$ cat src/rtl/bullet_collision_unit_pkg.sv
// Shared definitions for the bullet collision unit.
// Holds the default raster size, the frame FSM encoding and the
// saturating adder used for the score.
package bullet_collision_unit_pkg;

  localparam int unsigned H_ACTIVE_DEF = 640;
  localparam int unsigned V_ACTIVE_DEF = 480;

  // Wide enough for any SCORE_W+4 sum without internal overflow.
  localparam int unsigned SAT_MAX_W = 40;

  typedef enum logic [1:0] {
    WAIT_SOF = 2'd0,
    SCAN     = 2'd1,
    COMMIT   = 2'd2
  } state_e;

  // Add and clamp to 2^w - 1.
  function automatic logic [SAT_MAX_W-1:0] sat_add(
    input logic [SAT_MAX_W-1:0] a,
    input logic [SAT_MAX_W-1:0] b,
    input int unsigned          w
  );
    logic [SAT_MAX_W-1:0] sum;
    logic [SAT_MAX_W-1:0] lim;
    sum = a + b;
    lim = (SAT_MAX_W'(1) << w) - SAT_MAX_W'(1);
    return (sum > lim) ? lim : sum;
  endfunction

endpackage

$ cat src/rtl/bullet_collision_unit_collision_matrix.sv
// Per-pixel bullet x asteroid overlap matrix, OR-reduced to hit vectors.
// Ports:
//   active_i      pixel lies in the visible area
//   bullet_pix_i  per-bullet lit flags
//   ast_pix_i     per-asteroid lit flags
//   ship_pix_i    ship lit flag
//   hit_b_c       bullets touching any asteroid at this pixel
//   hit_a_c       asteroids touched by any bullet at this pixel
//   hit_as_c      asteroids touched by the ship at this pixel
//   hit_ship_c    ship touching any asteroid at this pixel
// Macro SHIP_COLLISION_EN enables the ship terms; otherwise they are 0.
module bullet_collision_unit_collision_matrix #(
  parameter int unsigned NUM_BULLETS   = 4,
  parameter int unsigned NUM_ASTEROIDS = 8
) (
  input  logic                     active_i,
  input  logic [NUM_BULLETS-1:0]   bullet_pix_i,
  input  logic [NUM_ASTEROIDS-1:0] ast_pix_i,
  input  logic                     ship_pix_i,
  output logic [NUM_BULLETS-1:0]   hit_b_c,
  output logic [NUM_ASTEROIDS-1:0] hit_a_c,
  output logic [NUM_ASTEROIDS-1:0] hit_as_c,
  output logic                     hit_ship_c
);

  // Full pairwise AND, OR-reduced along each axis.
  always_comb begin
    hit_b_c = '0;
    hit_a_c = '0;
    for (int b = 0; b < int'(NUM_BULLETS); b++) begin
      for (int a = 0; a < int'(NUM_ASTEROIDS); a++) begin
        if (active_i && bullet_pix_i[b] && ast_pix_i[a]) begin
          hit_b_c[b] = 1'b1;
          hit_a_c[a] = 1'b1;
        end
      end
    end
  end

`ifdef SHIP_COLLISION_EN
  assign hit_ship_c = active_i & ship_pix_i & (|ast_pix_i);
  assign hit_as_c   = (active_i && ship_pix_i) ? ast_pix_i : '0;
`else
  logic unused_ship;
  assign unused_ship = ship_pix_i;
  assign hit_ship_c  = 1'b0;
  assign hit_as_c    = '0;
`endif

endmodule

$ cat src/rtl/bullet_collision_unit.sv
// Pixel-rate collision detector: accumulates bullet/asteroid (and
// optionally ship/asteroid) overlaps over one frame and commits them at
// frame end as held kill vectors, updating a saturating score.
// Ports:
//   clk_25mhz, reset (async, active-high)
//   px, py          current raster position
//   bullet_pixel    per-bullet lit flags
//   asteroid_pixel  per-asteroid lit flags
//   ship_pixel      ship lit flag
//   bullet_kill     per-bullet kill, held one frame
//   asteroid_kill   per-asteroid kill, held one frame
//   ship_hit        ship struck, held one frame
//   score           saturating running score
//   frame_done      one-cycle pulse when a frame is committed
// Macro SHIP_COLLISION_EN enables ship collisions (default: ship_hit = 0).
module bullet_collision_unit
  import bullet_collision_unit_pkg::*;
#(
  parameter int unsigned NUM_BULLETS   = 4,
  parameter int unsigned NUM_ASTEROIDS = 8,
  parameter int unsigned H_ACTIVE      = H_ACTIVE_DEF,
  parameter int unsigned V_ACTIVE      = V_ACTIVE_DEF,
  parameter int unsigned SCORE_W       = 16,
  parameter int unsigned POINTS        = 10
) (
  input  logic                     clk_25mhz,
  input  logic                     reset,
  input  logic [9:0]               px,
  input  logic [9:0]               py,
  input  logic [NUM_BULLETS-1:0]   bullet_pixel,
  input  logic [NUM_ASTEROIDS-1:0] asteroid_pixel,
  input  logic                     ship_pixel,
  output logic [NUM_BULLETS-1:0]   bullet_kill,
  output logic [NUM_ASTEROIDS-1:0] asteroid_kill,
  output logic                     ship_hit,
  output logic [SCORE_W-1:0]       score,
  output logic                     frame_done
);

  localparam int unsigned SUM_W = SCORE_W + 4;
  localparam int unsigned CNT_W = $clog2(NUM_ASTEROIDS + 1);

  // Input stage
  logic [9:0]               px_q, py_q;
  logic [NUM_BULLETS-1:0]   bpix_q;
  logic [NUM_ASTEROIDS-1:0] apix_q;
  logic                     spix_q;
  logic                     in_vld_q;

  state_e                   state_q, state_d;
  logic [NUM_BULLETS-1:0]   acc_b_q, acc_b_d;
  logic [NUM_ASTEROIDS-1:0] acc_a_q, acc_a_d;    // bullet-hit asteroids (scored)
  logic [NUM_ASTEROIDS-1:0] acc_as_q, acc_as_d;  // ship-hit asteroids (unscored)
  logic                     acc_ship_q, acc_ship_d;

  logic [NUM_BULLETS-1:0]   bullet_kill_q, bullet_kill_d;
  logic [NUM_ASTEROIDS-1:0] asteroid_kill_q, asteroid_kill_d;
  logic                     ship_hit_q, ship_hit_d;
  logic [SCORE_W-1:0]       score_q, score_d;
  logic                     frame_done_q, frame_done_d;

  logic                     active_c, sof_c, last_c;
  logic [NUM_BULLETS-1:0]   hit_b_c;
  logic [NUM_ASTEROIDS-1:0] hit_a_c, hit_as_c;
  logic                     hit_ship_c;
  logic [CNT_W-1:0]         pop_c;
  logic [SUM_W-1:0]         inc_c;
  logic                     clear_c, take_c;

  function automatic logic [CNT_W-1:0] popcount(input logic [NUM_ASTEROIDS-1:0] v);
    logic [CNT_W-1:0] n;
    n = '0;
    for (int i = 0; i < int'(NUM_ASTEROIDS); i++) n = n + CNT_W'(v[i]);
    return n;
  endfunction

  // in_vld_q keeps the cleared input registers from looking like a SOF.
  assign active_c = in_vld_q && (px_q < 10'(H_ACTIVE)) && (py_q < 10'(V_ACTIVE));
  assign sof_c    = in_vld_q && (px_q == 10'd0) && (py_q == 10'd0);
  assign last_c   = (px_q == 10'(H_ACTIVE - 1)) && (py_q == 10'(V_ACTIVE - 1));
  assign pop_c    = popcount(acc_a_q);
  assign inc_c    = SUM_W'(pop_c) * SUM_W'(POINTS);

  bullet_collision_unit_collision_matrix #(
    .NUM_BULLETS   (NUM_BULLETS),
    .NUM_ASTEROIDS (NUM_ASTEROIDS)
  ) u_matrix (
    .active_i     (active_c),
    .bullet_pix_i (bpix_q),
    .ast_pix_i    (apix_q),
    .ship_pix_i   (spix_q),
    .hit_b_c      (hit_b_c),
    .hit_a_c      (hit_a_c),
    .hit_as_c     (hit_as_c),
    .hit_ship_c   (hit_ship_c)
  );

  // Frame FSM and next-state of accumulators/outputs
  always_comb begin
    state_d         = state_q;
    acc_b_d         = acc_b_q;
    acc_a_d         = acc_a_q;
    acc_as_d        = acc_as_q;
    acc_ship_d      = acc_ship_q;
    bullet_kill_d   = bullet_kill_q;
    asteroid_kill_d = asteroid_kill_q;
    ship_hit_d      = ship_hit_q;
    score_d         = score_q;
    frame_done_d    = 1'b0;
    clear_c         = 1'b0;
    take_c          = 1'b0;

    case (state_q)
      WAIT_SOF: begin
        if (sof_c) begin
          state_d = SCAN;
          clear_c = 1'b1;
          take_c  = 1'b1;
        end
      end
      SCAN: begin
        // A jump back to (0,0) discards the partial frame.
        clear_c = sof_c;
        take_c  = 1'b1;
        if (last_c && !sof_c) state_d = COMMIT;
      end
      COMMIT: begin
        bullet_kill_d   = acc_b_q;
        asteroid_kill_d = acc_a_q | acc_as_q;
        ship_hit_d      = acc_ship_q;
        score_d         = SCORE_W'(sat_add(SAT_MAX_W'(score_q), SAT_MAX_W'(inc_c), SCORE_W));
        frame_done_d    = 1'b1;
        // The pixel seen this cycle belongs to the next frame.
        clear_c         = 1'b1;
        take_c          = 1'b1;
        state_d         = SCAN;
      end
      default: state_d = WAIT_SOF;
    endcase

    if (clear_c) begin
      acc_b_d    = '0;
      acc_a_d    = '0;
      acc_as_d   = '0;
      acc_ship_d = 1'b0;
    end
    if (take_c) begin
      acc_b_d    = acc_b_d | hit_b_c;
      acc_a_d    = acc_a_d | hit_a_c;
      acc_as_d   = acc_as_d | hit_as_c;
      acc_ship_d = acc_ship_d | hit_ship_c;
    end
  end

  always_ff @(posedge clk_25mhz or posedge reset) begin
    if (reset) begin
      px_q            <= '0;
      py_q            <= '0;
      bpix_q          <= '0;
      apix_q          <= '0;
      spix_q          <= 1'b0;
      in_vld_q        <= 1'b0;
      state_q         <= WAIT_SOF;
      acc_b_q         <= '0;
      acc_a_q         <= '0;
      acc_as_q        <= '0;
      acc_ship_q      <= 1'b0;
      bullet_kill_q   <= '0;
      asteroid_kill_q <= '0;
      ship_hit_q      <= 1'b0;
      score_q         <= '0;
      frame_done_q    <= 1'b0;
    end else begin
      px_q            <= px;
      py_q            <= py;
      bpix_q          <= bullet_pixel;
      apix_q          <= asteroid_pixel;
      spix_q          <= ship_pixel;
      in_vld_q        <= 1'b1;
      state_q         <= state_d;
      acc_b_q         <= acc_b_d;
      acc_a_q         <= acc_a_d;
      acc_as_q        <= acc_as_d;
      acc_ship_q      <= acc_ship_d;
      bullet_kill_q   <= bullet_kill_d;
      asteroid_kill_q <= asteroid_kill_d;
      ship_hit_q      <= ship_hit_d;
      score_q         <= score_d;
      frame_done_q    <= frame_done_d;
    end
  end

  assign bullet_kill   = bullet_kill_q;
  assign asteroid_kill = asteroid_kill_q;
  assign ship_hit      = ship_hit_q;
  assign score         = score_q;
  assign frame_done    = frame_done_q;

endmodule
$ cat config.mk
export PLATFORM = sky130hd
export DESIGN_NAME = bullet_collision_unit
export DESIGN_NICKNAME = d
export VERILOG_FILES = /design/src/rtl/bullet_collision_unit_pkg.sv /design/src/rtl/bullet_collision_unit_collision_matrix.sv /design/src/rtl/bullet_collision_unit.sv
export SDC_FILE = /design/constraint.sdc
export NUM_CORES = 1
export LEC_CHECK = 0
export BUFFER_PORTS_ARGS = -buffer_cell sky130_fd_sc_hd__buf_2
export CAP_MARGIN = 20
export CORE_ASPECT_RATIO = 1.4
export CORE_MARGIN = 2
export CORE_UTILIZATION = 50
export DETAILED_ROUTE_END_ITERATION = 8
export PLACE_DENSITY_LB_ADDON = 0.15
export REMOVE_ABC_BUFFERS = 1
export SLEW_MARGIN = 20
export SYNTH_ARGS = -nofsm -noshare
export SYNTH_HDL_FRONTEND = slang
export SYNTH_SLANG_ARGS = --single-unit
$ cat constraint.sdc
create_clock -name clk_25mhz -period 9.7 [get_ports clk_25mhz]
set_input_delay 1.94 -clock clk_25mhz [delete_from_list [all_inputs] [get_ports clk_25mhz]]
set_output_delay 1.94 -clock clk_25mhz [all_outputs]
set_load 0.1 [all_outputs]
Word level (Yosys, flattened, before mapping) --
Index checks and enable logic that the tools add are counted.
Cells by class: reduce and logical (&&, ||, !) cells 48, equal/unequal tests 6, muxes and demuxes 75, multipliers 1, add/subtract/negate cells 8, magnitude comparators 3, bitwise logic cells 2
Operator list (count):
- $mux 1 | 65
- $logic_and 1x1->1 | 42
- $logic_not 10->1 | 2
- $add 16x8->17 | 1
- $gt 17x16->1 const B | 1
- $add 4x1->4 | 4
- $mux 16 | 1
- $mux 8 | 2
- $eq 10x10->1 const B | 1
- $eq 10x9->1 const B | 1
- $lt 10x10->1 const B | 1
- $lt 10x9->1 const B | 1
- $mux 4 | 2
- $or 8x8->8 | 1
- $mul 4x3->7 const B | 1
- $pmux 2 s3 | 1
- $add 3x1->4 | 1
- $mux 2 | 2
- $ne 2x2->1 const B | 2
- $or 4x4->4 | 1
- $add 2x1->3 | 1
- $pmux 1 s3 | 1
- $add 1x1->2 | 1
- $eq 2x1->1 const B | 1
- other kinds (6) | 6
Word-level totals: bits of input ports 35, word-level logic and storage cells 155, output and inout port bits 30, bits in registers 76

Logic depth before layout (Yosys ltp) --
Gate-level depths: netlist (run 1).
depth in word-level cells 15, mapped depth 20, depth with buffers taken out 20

Cells and area by module --
A second synthesis (run 1) with hierarchy kept.
Second synthesis, totals: cell total of the unflattened synthesis 329, area, all modules 3981.3 um^2
Modules (own cells, without submodules):
- bullet_collision_unit | sequential area each 2177.1 um^2, instances 1, cells an instance 300, area an instance 3801.1 um^2
- bullet_collision_unit_collision_matrix | sequential area each 0.0 um^2, instances 1, cells an instance 29, area an instance 180.2 um^2

Worst setup path before layout (run 1) --
Ideal clock, no wire load.
path type register to register, start point register acc_a_q[0], end point register score_q[9] (netlist: score[9]), library setup time 0.175 ns, stages on the path, launching flop included 18, clock period less this slack 4.735 ns, data required time 9.525 ns, buffers on the path 0, slack 4.965 ns, data arrival time 4.560 ns, path through dfrtp_1 > inv_1 > fa_1 > fa_1 > fa_1 > inv_1 > ha_1 > fa_1 > xor2_1 > ha_1 > ha_1 > ha_1 > ha_1 > o21ai_0 > a21o_1 > a2111oi_4 > and2_2 > a31oi_1
On the way: cells in the longest elaborated chain, start to end 11
Ends and longest elaborated chain:
- start, declared | line bullet_collision_unit.sv:52 | logic [NUM_ASTEROIDS-1:0] acc_a_q, acc_a_d;
- start signal, assigned | line bullet_collision_unit.sv:165 | acc_a_q <= '0;
- start signal, assigned | line bullet_collision_unit.sv:182 | acc_a_q <= acc_a_d;
- $add 1x1->2 (*) | line bullet_collision_unit.sv:73 | for (int i = 0; i < int'(NUM_ASTEROIDS); i++) n = n + CNT_W'(v[i]);
- $add 2x1->3 (*) | line bullet_collision_unit.sv:73
- $add 3x1->4 (*) | line bullet_collision_unit.sv:73
- $add 4x1->4 (*) (4 in series) | line bullet_collision_unit.sv:73
- $mul 4x3->7 (*) | line bullet_collision_unit.sv:82 | assign inc_c = SUM_W'(pop_c) * SUM_W'(POINTS);
- $add 16x8->17 (*) | line bullet_collision_unit_pkg.sv:26 | sum = a + b;
- $gt 17x16->1 | line bullet_collision_unit_pkg.sv:28 | return (sum > lim) ? lim : sum;
- $mux 16 (*) | line bullet_collision_unit_pkg.sv:28
- end signal, assigned | line bullet_collision_unit.sv:188 | score_q <= score_d;
- end, declared | line bullet_collision_unit.sv:59 | logic [SCORE_W-1:0] score_q, score_d;
Mark *: on every way between the ends. The rest lies on a longest branch, timed or not. A chain may end at the register's enable or synchronous reset.

Worst setup path after layout (run 1) --
start point register acc_a_q[0], end point register score_q[13] (netlist: score[13])
Same word-level chain as after synthesis.

==> results of run 1 <==
[through the flow]
stage               instance area (um^2)  setup slack, ps  util, %
global placement                    3750             4610     57.2
CTS                                 3980             4470     60.5
global route                        3980             4130     60.5
floorplan                           3340             4970        -
finish                              3980             4500     60.5
detailed placement                  3750             4490     57.2
[cells in the mapped netlist, drive strengths merged (2+ instances only)]
master	instances
a21o	3
a21oi	13
a22o	12
a31oi	7
and3	2
buf	4
conb	2
dfrtp	76
fa	5
ha	20
inv	21
mux2	16
mux2i	4
nand2	11
nand2b	3
nand3	5
nand4	5
nor2	22
nor2b	2
nor3	6
nor4	7
o211ai	2
o21a	3
o21ai	4
xnor2	2
xor2	4
[cell families after synthesis]
logic type               count (synthesis)  share of synthesized area, %
multiplexers                            20                          6.55
AND/OR/NAND/NOR                         67                          9.97
XOR/XNOR                                 6                          1.56
flip-flops                              76                          56.6
buffers and inverters                   26                          3.09
AO/OA/AOI/OAI                           52                          11.6
other                                    2                         0.223
adder cells (fa/ha/maj)                 25                          10.4
[cell type report]
cell class	count	area, um^2
clock buffers	10	138
clock inverters	5	83.8
flip-flops and latches	76	1900
inverters	21	78.8
fillers	561	2590
repair buffers	64	325
well taps	74	92.6
multi-input cells	172	1360
[layer usage]
metal | global-route usage (%) | vias up
li1 | - | 1110
met1 | 21.6 | 1107
met2 | 30.2 | 59
met3 | 3.30 | 10
met4 | 8.39 | 0
met5 | 0 | -
[registers in the layout, indices dropped and copies added (netlist names), 4 cells and up]
| signal | count |
|---|---|
| acc_a_q | 8 |
| bpix_q | 4 |
| py_q | 10 |
| acc_b_q | 4 |
| bullet_kill | 4 |
| asteroid_kill | 8 |
| px_q | 10 |
| score | 16 |
| apix_q | 8 |
[how the worst max path moves through the flow]
stage,slack (ps),start,to,cells past startpoint
floorplan,4970,acc_a_q[0],score[9],17
global placement,4610,acc_a_q[0],score[13],18
detailed placement,4490,acc_a_q[0],score[9],18
CTS,4470,acc_a_q[0],score[13],18
global route,4130,acc_a_q[0],score[11],18
finish,4500,acc_a_q[0],score[13],18
==> key figures, run 1 <==
Run status
  • Status: complete, no violations

Synth
  • Ys async rst share: 100%
  • Synth Warn #: 0
  • Register area share after synthesis: 56.6%
  • Synth top area cells: dfrtp_1 57%, ha_1 7.4%, mux2_2 5.4%
  • Distinct cells, synth: 44
  • Leading area contributor after synthesis: dfrtp_1
  • Synthesized flop and latch total: 76
  • Share of the synthesized area in the top cell type: 56.6%
  • Synthesized area: 3360 um^2
  • Syn avg cell area: 12.3 um^2
  • Syn Inst Count: 274
  • Number of flops mapped to enable cells by yosys: 0
  • Most used DFF post-synth: dfrtp_1

Place
  • RD Place Congestion: 0.755
  • Buffers on Ports: 62
  • Final HPWL DP: 4.37 mm
  • Placed cell count: 407

Worst setup path
  • Critical-path cell list: inv_1 -> fa_1 -> fa_1 -> fa_1 -> inv_1 -> ha_1 -> fa_1 -> xor2_1 -> ha_1 -> ha_1 -> o21ai_0 -> a21oi_1 -> ha_1 -> a21oi_1 -> o211ai_2 -> nand3_1 -> and2_2 -> a31oi_1
  • Crit path max fanout: 6
  • Crit path buffers/inverters: 2
  • Worst path slowest cell: fa_1
  • FF-to-FF End: score[13]
  • Crit path largest cell delay: 550 ps
  • Family with the most delay on the worst path: adder cells
  • Worst EP required: 9910 ps
  • Worst Reg-to-Reg Cells: 18
  • Crit start category: flop
  • Worst Setup End Kind: flop
  • Kind of critical path: flop to flop
  • Reg-to-reg startpoint: acc_a_q[0]
  • Data arrival, critical path: 5410 ps
  • Worst R2R Setup Slack: 4500 ps

Clock network
  • Root Buffer: clkbuf_8
  • CTS Hold Bufs: 0
  • Deepest clock path buffer count: 2
  • Setup bufs post-CTS: 0
  • Clock transition at path regs: 70 ps
  • CTS H-tree depth: 3
  • CTS tree: yes
  • Clk_lat worst skew: 340 ps
  • CTS sink count: 76
  • TritonCTS Buffers: 9
  • Post-CTS sizing: 0

Global routing
  • Vias in the first global route: 2189
  • GRT Resource Usage Total: 17.8%
  • Grt ovf: 0
  • First-pass GRT wire length: 9.98 mm
  • Largest net degree at the start of global routing: 77
  • Antenna violations before repair: 0

Floorplan
  • Initial core utilization: 51.2%
  • Die Wd: 73.3 um
  • Core ar.: 6570 um^2
  • Boundary Pins: 65
  • Die H: 101 um
  • Die area: 7410 um^2
  • Number of cell rows: 35

Detailed routing
  • Vias: 2286
  • Detailed router's first-iteration violation count: 98
  • Metal2 WL: 3.16 mm
  • WL per Instance: 14.3 um
  • WL met1: 2.50 mm
  • Via/cell ratio: 5.42
  • Final WL: 6.03 mm
  • Routed Antenna Nets: 0
  • Metal3 WL: 235 um
  • Drt drc: 0
  • Highest metal used: met4
  • Drt first pass iters: 4

Timing
  • Final setup fails: 0
  • Slew Limit Fails: 0
  • Min cycle time layout: 5200 ps
  • Setup TNS Final: 0 ps
  • Max_slew headroom: 38.8%
  • Hold Slack: 454 ps
  • Highest clock rate: 192 MHz
  • RSZ-0062 raised after global routing: no
  • Final number of hold-violating endpoints: 0
  • Clk_skew: 10.3 ps
  • Worst slew pin tran: 918 ps
  • Final Cycle Share: 53.6%

Final layout
  • P&R area growth vs syn: 18.3%
  • Share of layout cells above drive strength 1: 29.3%
  • Nets: 404
  • Most common cell after layout, fill and taps aside: dfrtp_1
  • # diodes: 0
  • Fin cells: 422
  • Commonest non-fill, non-tap cells in the layout: 76 x dfrtp_1, 62 x buf_2, 22 x nor2_1

Min path
  • Hold-critical path depth: 1
  • HP Start: score[0]
  • Hold Crit Class: flop to flop
  • Hold endpoint: score[0]

Flow run
  • Max Cap Viol: 0
Power of run 1 is left out: the tool's default activity adds up to more than one toggle a clock period on the data nets, which glitch-free logic cannot reach.
==> run 2, diff against run 1 <==
clock period = 5.3 ns   (was 9.7 ns; I/O delays follow)
==> run 2 against run 1 <==
Against the previous run: via count decreased by 2.2%; wire length decreased by 2.2%; non-clock buffer count increased by 2; critical path depth increased by 1; utilization increased by 0.48 points; register-to-register slack got worse by 4200 ps; critical path type unchanged; highest routed layer unchanged.
==> key figures, run 2 (synthesis results as in run 1) <==
Floorplan
  • Number of cell rows: 35 (unchanged)
  • Boundary Pins: 65 (unchanged)
  • Die area: 7410 um^2 (unchanged)
  • Die H: 101 um (unchanged)
  • Die Wd: 73.3 um (unchanged)
  • Core ar.: 6570 um^2 (unchanged)
  • Initial core utilization: 51.2% (unchanged)

Clock network
  • Root Buffer: clkbuf_8
  • Clock transition at path regs: 80 ps (about the same)
  • Clk_lat worst skew: 330 ps (about the same)
  • CTS Hold Bufs: 0 (unchanged)
  • CTS tree: yes
  • Deepest clock path buffer count: 2 (unchanged)
  • TritonCTS Buffers: 9 (unchanged)
  • CTS H-tree depth: 3 (unchanged)
  • CTS sink count: 76 (unchanged)

Global routing
  • Antenna violations before repair: 0 (unchanged)
  • Largest net degree at the start of global routing: 42 (-45%)
  • First-pass GRT wire length: 9.91 mm (-0.69%)
  • Vias in the first global route: 2181 (-0.37%)
  • GRT Resource Usage Total: 17.7% (-0.032 points)
  • Grt ovf: 0 (unchanged)

Detailed routing
  • WL per Instance: 13.9 um (-2.6%)
  • Final WL: 5.90 mm (-2.2%)
  • Drt drc: 0 (unchanged)
  • Drt first pass iters: 4 (unchanged)
  • Detailed router's first-iteration violation count: 96 (-2.0%)
  • Vias: 2236 (-2.2%)
  • Routed Antenna Nets: 0 (unchanged)
  • Via/cell ratio: 5.27 (-2.6%)

Timing
  • Slew Limit Fails: 0 (unchanged)
  • Worst slew pin tran: 928 ps (+10.3 ps)
  • Max_slew headroom: 38.1% (-0.69 points)
  • Final number of hold-violating endpoints: 0 (unchanged)
  • Highest clock rate: 199 MHz (+3.4%)
  • Min cycle time layout: 5020 ps (-171 ps)
  • Clk_skew: 8.14 ps (-2.13 ps)
  • Setup TNS Final: 0 ps (unchanged)
  • Final setup fails: 0 (unchanged)
  • RSZ-0062 raised after global routing: no
  • Final Cycle Share: 94.8% (+41 points)

Final layout
  • Max reg flops: 16 (unchanged)
  • Most common cell after layout, fill and taps aside: dfrtp_1
  • Share of layout cells above drive strength 1: 30.6% (+1.3 points)
  • Final core utilization: 61.0% (+0.48 points)
  • P&R area growth vs syn: 19.2%
  • Nets: 406 (+0.50%)
  • Commonest non-fill, non-tap cells in the layout: 76 x dfrtp_1, 62 x buf_2, 22 x nor2_1
  • # diodes: 0 (unchanged)

Run status
  • Status: complete, no violations

Worst setup path
  • Crit path largest cell delay: 560 ps (about the same)
  • Critical-path cell list: inv_1 -> fa_1 -> fa_1 -> fa_1 -> inv_1 -> ha_1 -> fa_1 -> xor2_2 -> ha_1 -> ha_1 -> ha_1 -> a21oi_1 -> xor2_1 -> ha_2 -> a21oi_1 -> nand2_1 -> nand3_2 -> nor2_1 -> mux2_2
  • Crit path max fanout: 6 (unchanged)
  • Worst Setup End Kind: flop
  • Crit start category: flop
  • Worst EP required: 5520 ps (-4390 ps)
  • Worst path slowest cell: fa_1
  • Worst R2R Setup Slack: 280 ps (-4230 ps)
  • Kind of critical path: flop to flop
  • Data arrival, critical path: 5240 ps (-170 ps)

Place
  • Buffers on Ports: 62 (unchanged)
  • RD Place Congestion: 0.745 (-1.3%)
  • Final HPWL DP: 4.37 mm (about the same)

Flow run
  • Max Cap Viol: 0 (unchanged)

Min path
  • Hold Crit Class: flop to flop
==> run 2: cell types whose count changed in the layout (fill, tap and decap cells not counted) <==
cell and change:
ha_1 -1, ha_2 +1, buf_4 +2, clkinv_4 +1
nor3_2 +1, clkinvlp_4 -1, xor2_1 -1, nor3_1 -1
xor2_2 +1
==> run 2: path summary, 6_finish.rpt <==
path	start	to	depth (start not counted)
max in group asynchronous	reset	apix_q[1]	3
max	acc_a_q[0]	score[14]	19
min in group asynchronous	reset	px_q[9]	2
max reg2reg	acc_a_q[0]	score[14]	19
min	score[0]	score[0]	1
min reg2reg	score[0]	score[0]	1
==> run 2: cell type report <==
type / instances / area, um^2
multi-input cells: 172 / 1370
clock buffers: 10 / 138
fillers: 552 / 2560
well taps: 74 / 92.6
clock inverters: 5 / 85.1
inverters: 21 / 78.8
repair buffers: 66 / 340
flip-flops and latches: 76 / 1900
==> run 2: per-stage QoR <==
stage | area [um^2] | std cells | hold WS, ps | setup slack (ps)
6_report | 4010 | 424 | 460 | 275
5_1_grt | 4010 | 424 | 471 | 11.3
4_1_cts | 3990 | 423 | 462 | 183
3_5_place_dp | 3760 | 408 | 447 | 201
3_3_place_gp | 3760 | 408 | 436 | 289
2_1_floorplan | 3340 | 269 | 460 | 565
==> run 2: per-layer routing <==
layer / global-route usage (%) / up-vias / part of all wire [%]
li1: - / 1111 / -
met1: 22.5 / 1077 / 43
met2: 29.7 / 44 / 53
met3: 2.80 / 4 / 3.6
met4: 7.97 / 0 / 1.0
met5: 0 / - / 0
==> run 2: what timing repair did <==
| action | 4_1_cts | 5_1_grt |
|---|---|---|
| setup buffers | 0 | 1 |
| setup endpoints to repair | 0 | 8 |
| resized for setup | 0 | 3 |
==> run 2: worst max-delay path, delay by kind of cell, from the launching register on <==
family                     cells  cell delay (ps)
AOI/OAI and AO/OA              2              260
and+or+nand+nor                3              420
buffers and inverters          2              110
muxes                          1              340
xor gates and xnor gates       2              430
adders and majority gates      9             2970
DFF                            1              370
Power of run 2 is left out for the same reason.
==> run 3, diff against run 2 <==
ABC_AREA = 1   (was default)
PLACE_DENSITY = 0.81   (was default)
PLACE_DENSITY_LB_ADDON = default   (was 0.15)
==> run 3 against run 2 <==
Against the previous run: highest routed layer unchanged; hold slack improved by 12 ps; area after synthesis increased by 12%; critical path type unchanged; via count increased by 33%.
==> key figures, run 3 <==
Run status
  • Status: complete, no violations

Worst setup path
  • Worst Setup End Kind: flop
  • Worst path slowest cell: fa_1
  • Worst Reg-to-Reg Cells: 20 (+1)
  • Critical path depth: 20 (+1)
  • Crit path buffers/inverters: 3 (+1)
  • Worst R2R Setup Slack: 430 ps (+160 ps)
  • Data arrival, critical path: 5140 ps (-100 ps)
  • FF-to-FF End: score[14]
  • Reg-to-reg startpoint: acc_a_q[0]
  • Family with the most delay on the worst path: adder cells
  • CP startpoint: acc_a_q[0]
  • Critical-path cell list: inv_1 -> fa_1 -> fa_1 -> fa_1 -> inv_1 -> ha_1 -> fa_1 -> ha_1 -> ha_1 -> ha_1 -> inv_1 -> nand2_1 -> xor2_1 -> ha_1 -> nand2_1 -> a21oi_1 -> nor2_1 -> nand2_2 -> nand3_1 -> nand3_1
  • Crit path max fanout: 8 (+2)
  • Worst EP required: 5580 ps (+60 ps)
  • Crit path to: score[14]
  • Most used cell, CP: ha_1
  • Crit start category: flop
  • Kind of critical path: flop to flop
  • Crit path largest cell delay: 550 ps (about the same)

Clock network
  • Setup bufs post-CTS: 0 (unchanged)
  • CTS H-tree depth: 3 (unchanged)
  • CTS Hold Bufs: 0 (unchanged)
  • Clk_lat worst skew: 350 ps (+20 ps)
  • Post-CTS sizing: 0 (unchanged)
  • CTS sink count: 76 (unchanged)
  • Root Buffer: clkbuf_8
  • Deepest clock path buffer count: 2 (unchanged)
  • Clock transition at path regs: 80 ps (about the same)
  • TritonCTS Buffers: 9 (unchanged)
  • CTS tree: yes

Final layout
  • P&R area growth vs syn: 15.7%
  • Share of layout cells above drive strength 1: 19.4% (-11 points)
  • Nets: 549 (+35%)
  • Most common cell after layout, fill and taps aside: nand2_1
  • Commonest non-fill, non-tap cells in the layout: 110 x nand2_1, 76 x dfrtp_1, 62 x buf_2
  • Max reg flops: 16 (unchanged)
  • # diodes: 0 (unchanged)

Synth
  • Share of the synthesized area in the top cell type: 50.3% (-6.2 points)
  • Synth Warn #: 0 (unchanged)
  • Synth top cells by count: 110 x nand2_1, 76 x dfrtp_1, 51 x inv_1
  • Leading area contributor after synthesis: dfrtp_1
  • Number of flops mapped to enable cells by yosys: 0 (unchanged)
  • Ys async rst share: 100% (unchanged)
  • Synthesized flop and latch total: 76 (unchanged)
  • Syn avg cell area: 8.89 um^2 (-28%)
  • Most used DFF post-synth: dfrtp_1
  • Count leader, synth: nand2_1
  • Distinct cells, synth: 33 (-25%)
  • Register area share after synthesis: 50.3% (-6.2 points)
  • Synth top area cells: dfrtp_1 50%, nand2_1 11%, ha_1 6.6%
  • Synthesized area: 3780 um^2 (+12%)
  • Syn Inst Count: 425 (+55%)

Min path
  • Hold Crit Class: flop to flop

Timing
  • Clk_skew: 8.66 ps (+0.521 ps)
  • RSZ-0062 raised after global routing: no
  • Setup TNS Final: 0 ps (unchanged)
  • Final setup fails: 0 (unchanged)
  • Final number of hold-violating endpoints: 0 (unchanged)
  • Max_slew headroom: 51.1% (+13 points)
  • Slew Limit Fails: 0 (unchanged)
  • Min cycle time layout: 4870 ps (-158 ps)
  • Highest clock rate: 205 MHz (+3.3%)
  • Final Cycle Share: 91.8% (-3.0 points)
  • Worst slew pin tran: 732 ps (-196 ps)

Global routing
  • Vias in the first global route: 2950 (+35%)
  • Antenna violations before repair: 0 (unchanged)
  • Grt ovf: 0 (unchanged)
  • Largest net degree at the start of global routing: 40 (-4.8%)
  • First-pass GRT wire length: 12.1 mm (+22%)
  • GRT Resource Usage Total: 18.2% (+0.42 points)

Place
  • Final HPWL DP: 5.25 mm (+20%)
  • RD Place Congestion: 0.810 (+8.7%)
  • Buffers on Ports: 62 (unchanged)

Floorplan
  • Number of cell rows: 37 (+5.7%)
  • Die area: 8280 um^2 (+12%)
  • Die H: 107 um (+5.8%)
  • Core ar.: 7360 um^2 (+12%)
  • Boundary Pins: 65 (unchanged)
  • Initial core utilization: 51.3% (+0.15 points)
  • Die Wd: 77.5 um (+5.7%)

Detailed routing
  • Detailed router's first-iteration violation count: 83 (-14%)
  • Drt first pass iters: 4 (unchanged)
  • Routed Antenna Nets: 0 (unchanged)
  • Via/cell ratio: 5.02 (-4.9%)
  • Drt drc: 0 (unchanged)
  • Final WL: 6.83 mm (+16%)
  • Vias: 2964 (+33%)
  • WL per Instance: 11.6 um (-17%)

Flow run
  • Max Cap Viol: 0 (unchanged)
-- run 3: cell count changes after synthesis, moves of 10 or more --
cell | before | now
o21ai_1 | 0 | 10
a22o_1 | 12 | 0
nand2_1 | 11 | 110
inv_1 | 21 | 51
mux2_2 | 16 | 0
nor2_1 | 22 | 34
nand3_1 | 4 | 32
-- run 3: final cells by class --
cell class / count / area, um^2
inverters: 52 / 195
well taps: 97 / 121
repair buffers: 64 / 325
clock buffers: 11 / 141
fillers: 651 / 2990
multi-input cells: 286 / 1630
clock inverters: 5 / 58.8
flip-flops and latches: 76 / 1900
-- run 3: worst min-delay path by stage --
stage | startpoint | to | slack [ps] | cells after the start
floorplan | acc_b_q[0] | bullet_kill[0] | 450 | 2
global route | score[0] | score[0] | 500 | 2
finish | bullet_kill[0] | bullet_kill[0] | 470 | 2
CTS | score[0] | score[0] | 480 | 2
detailed placement | score[0] | score[0] | 450 | 2
global placement | score[0] | score[0] | 450 | 2
-- run 3: worst min-delay path: cells and delay by family (launching register included) --
kind	cells	cell delay, ps
simple gates	2	100
flops	1	350
-- run 3: logic make-up after synthesis --
kind of cell,count (synthesis),synth area share (%)
XOR/XNOR,9,2.09
AO/OA/AOI/OAI,48,8.28
buffers and inverters,63,6.59
adder cells (fa/ha/maj),25,9.27
flip-flops,76,50.3
other,2,0.199
AND/OR/NAND/NOR,202,23.2
-- run 3: per-layer routing --
metal  routed length [um]  share of wire [%]  track usage (%)
met5                    0                  0                0
met4                   89                1.3             6.12
met3                  328                4.8             3.79
met2                 3690                 54             34.7
met1                 2730                 40             19.7
-- run 3: metrics by stage --
step	cell area, um^2	instances	hold slack, ps	worst slack, ps	utilization [%]
4_1_cts	4370	591	477	402	59.4
2_1_floorplan	3720	414	451	764	-
3_5_place_dp	4170	575	455	420	56.7
3_3_place_gp	4170	575	449	551	56.7
5_1_grt	4370	591	499	76.4	59.4
6_report	4370	591	471	434	59.4
Power of run 3 is left out for the same reason.
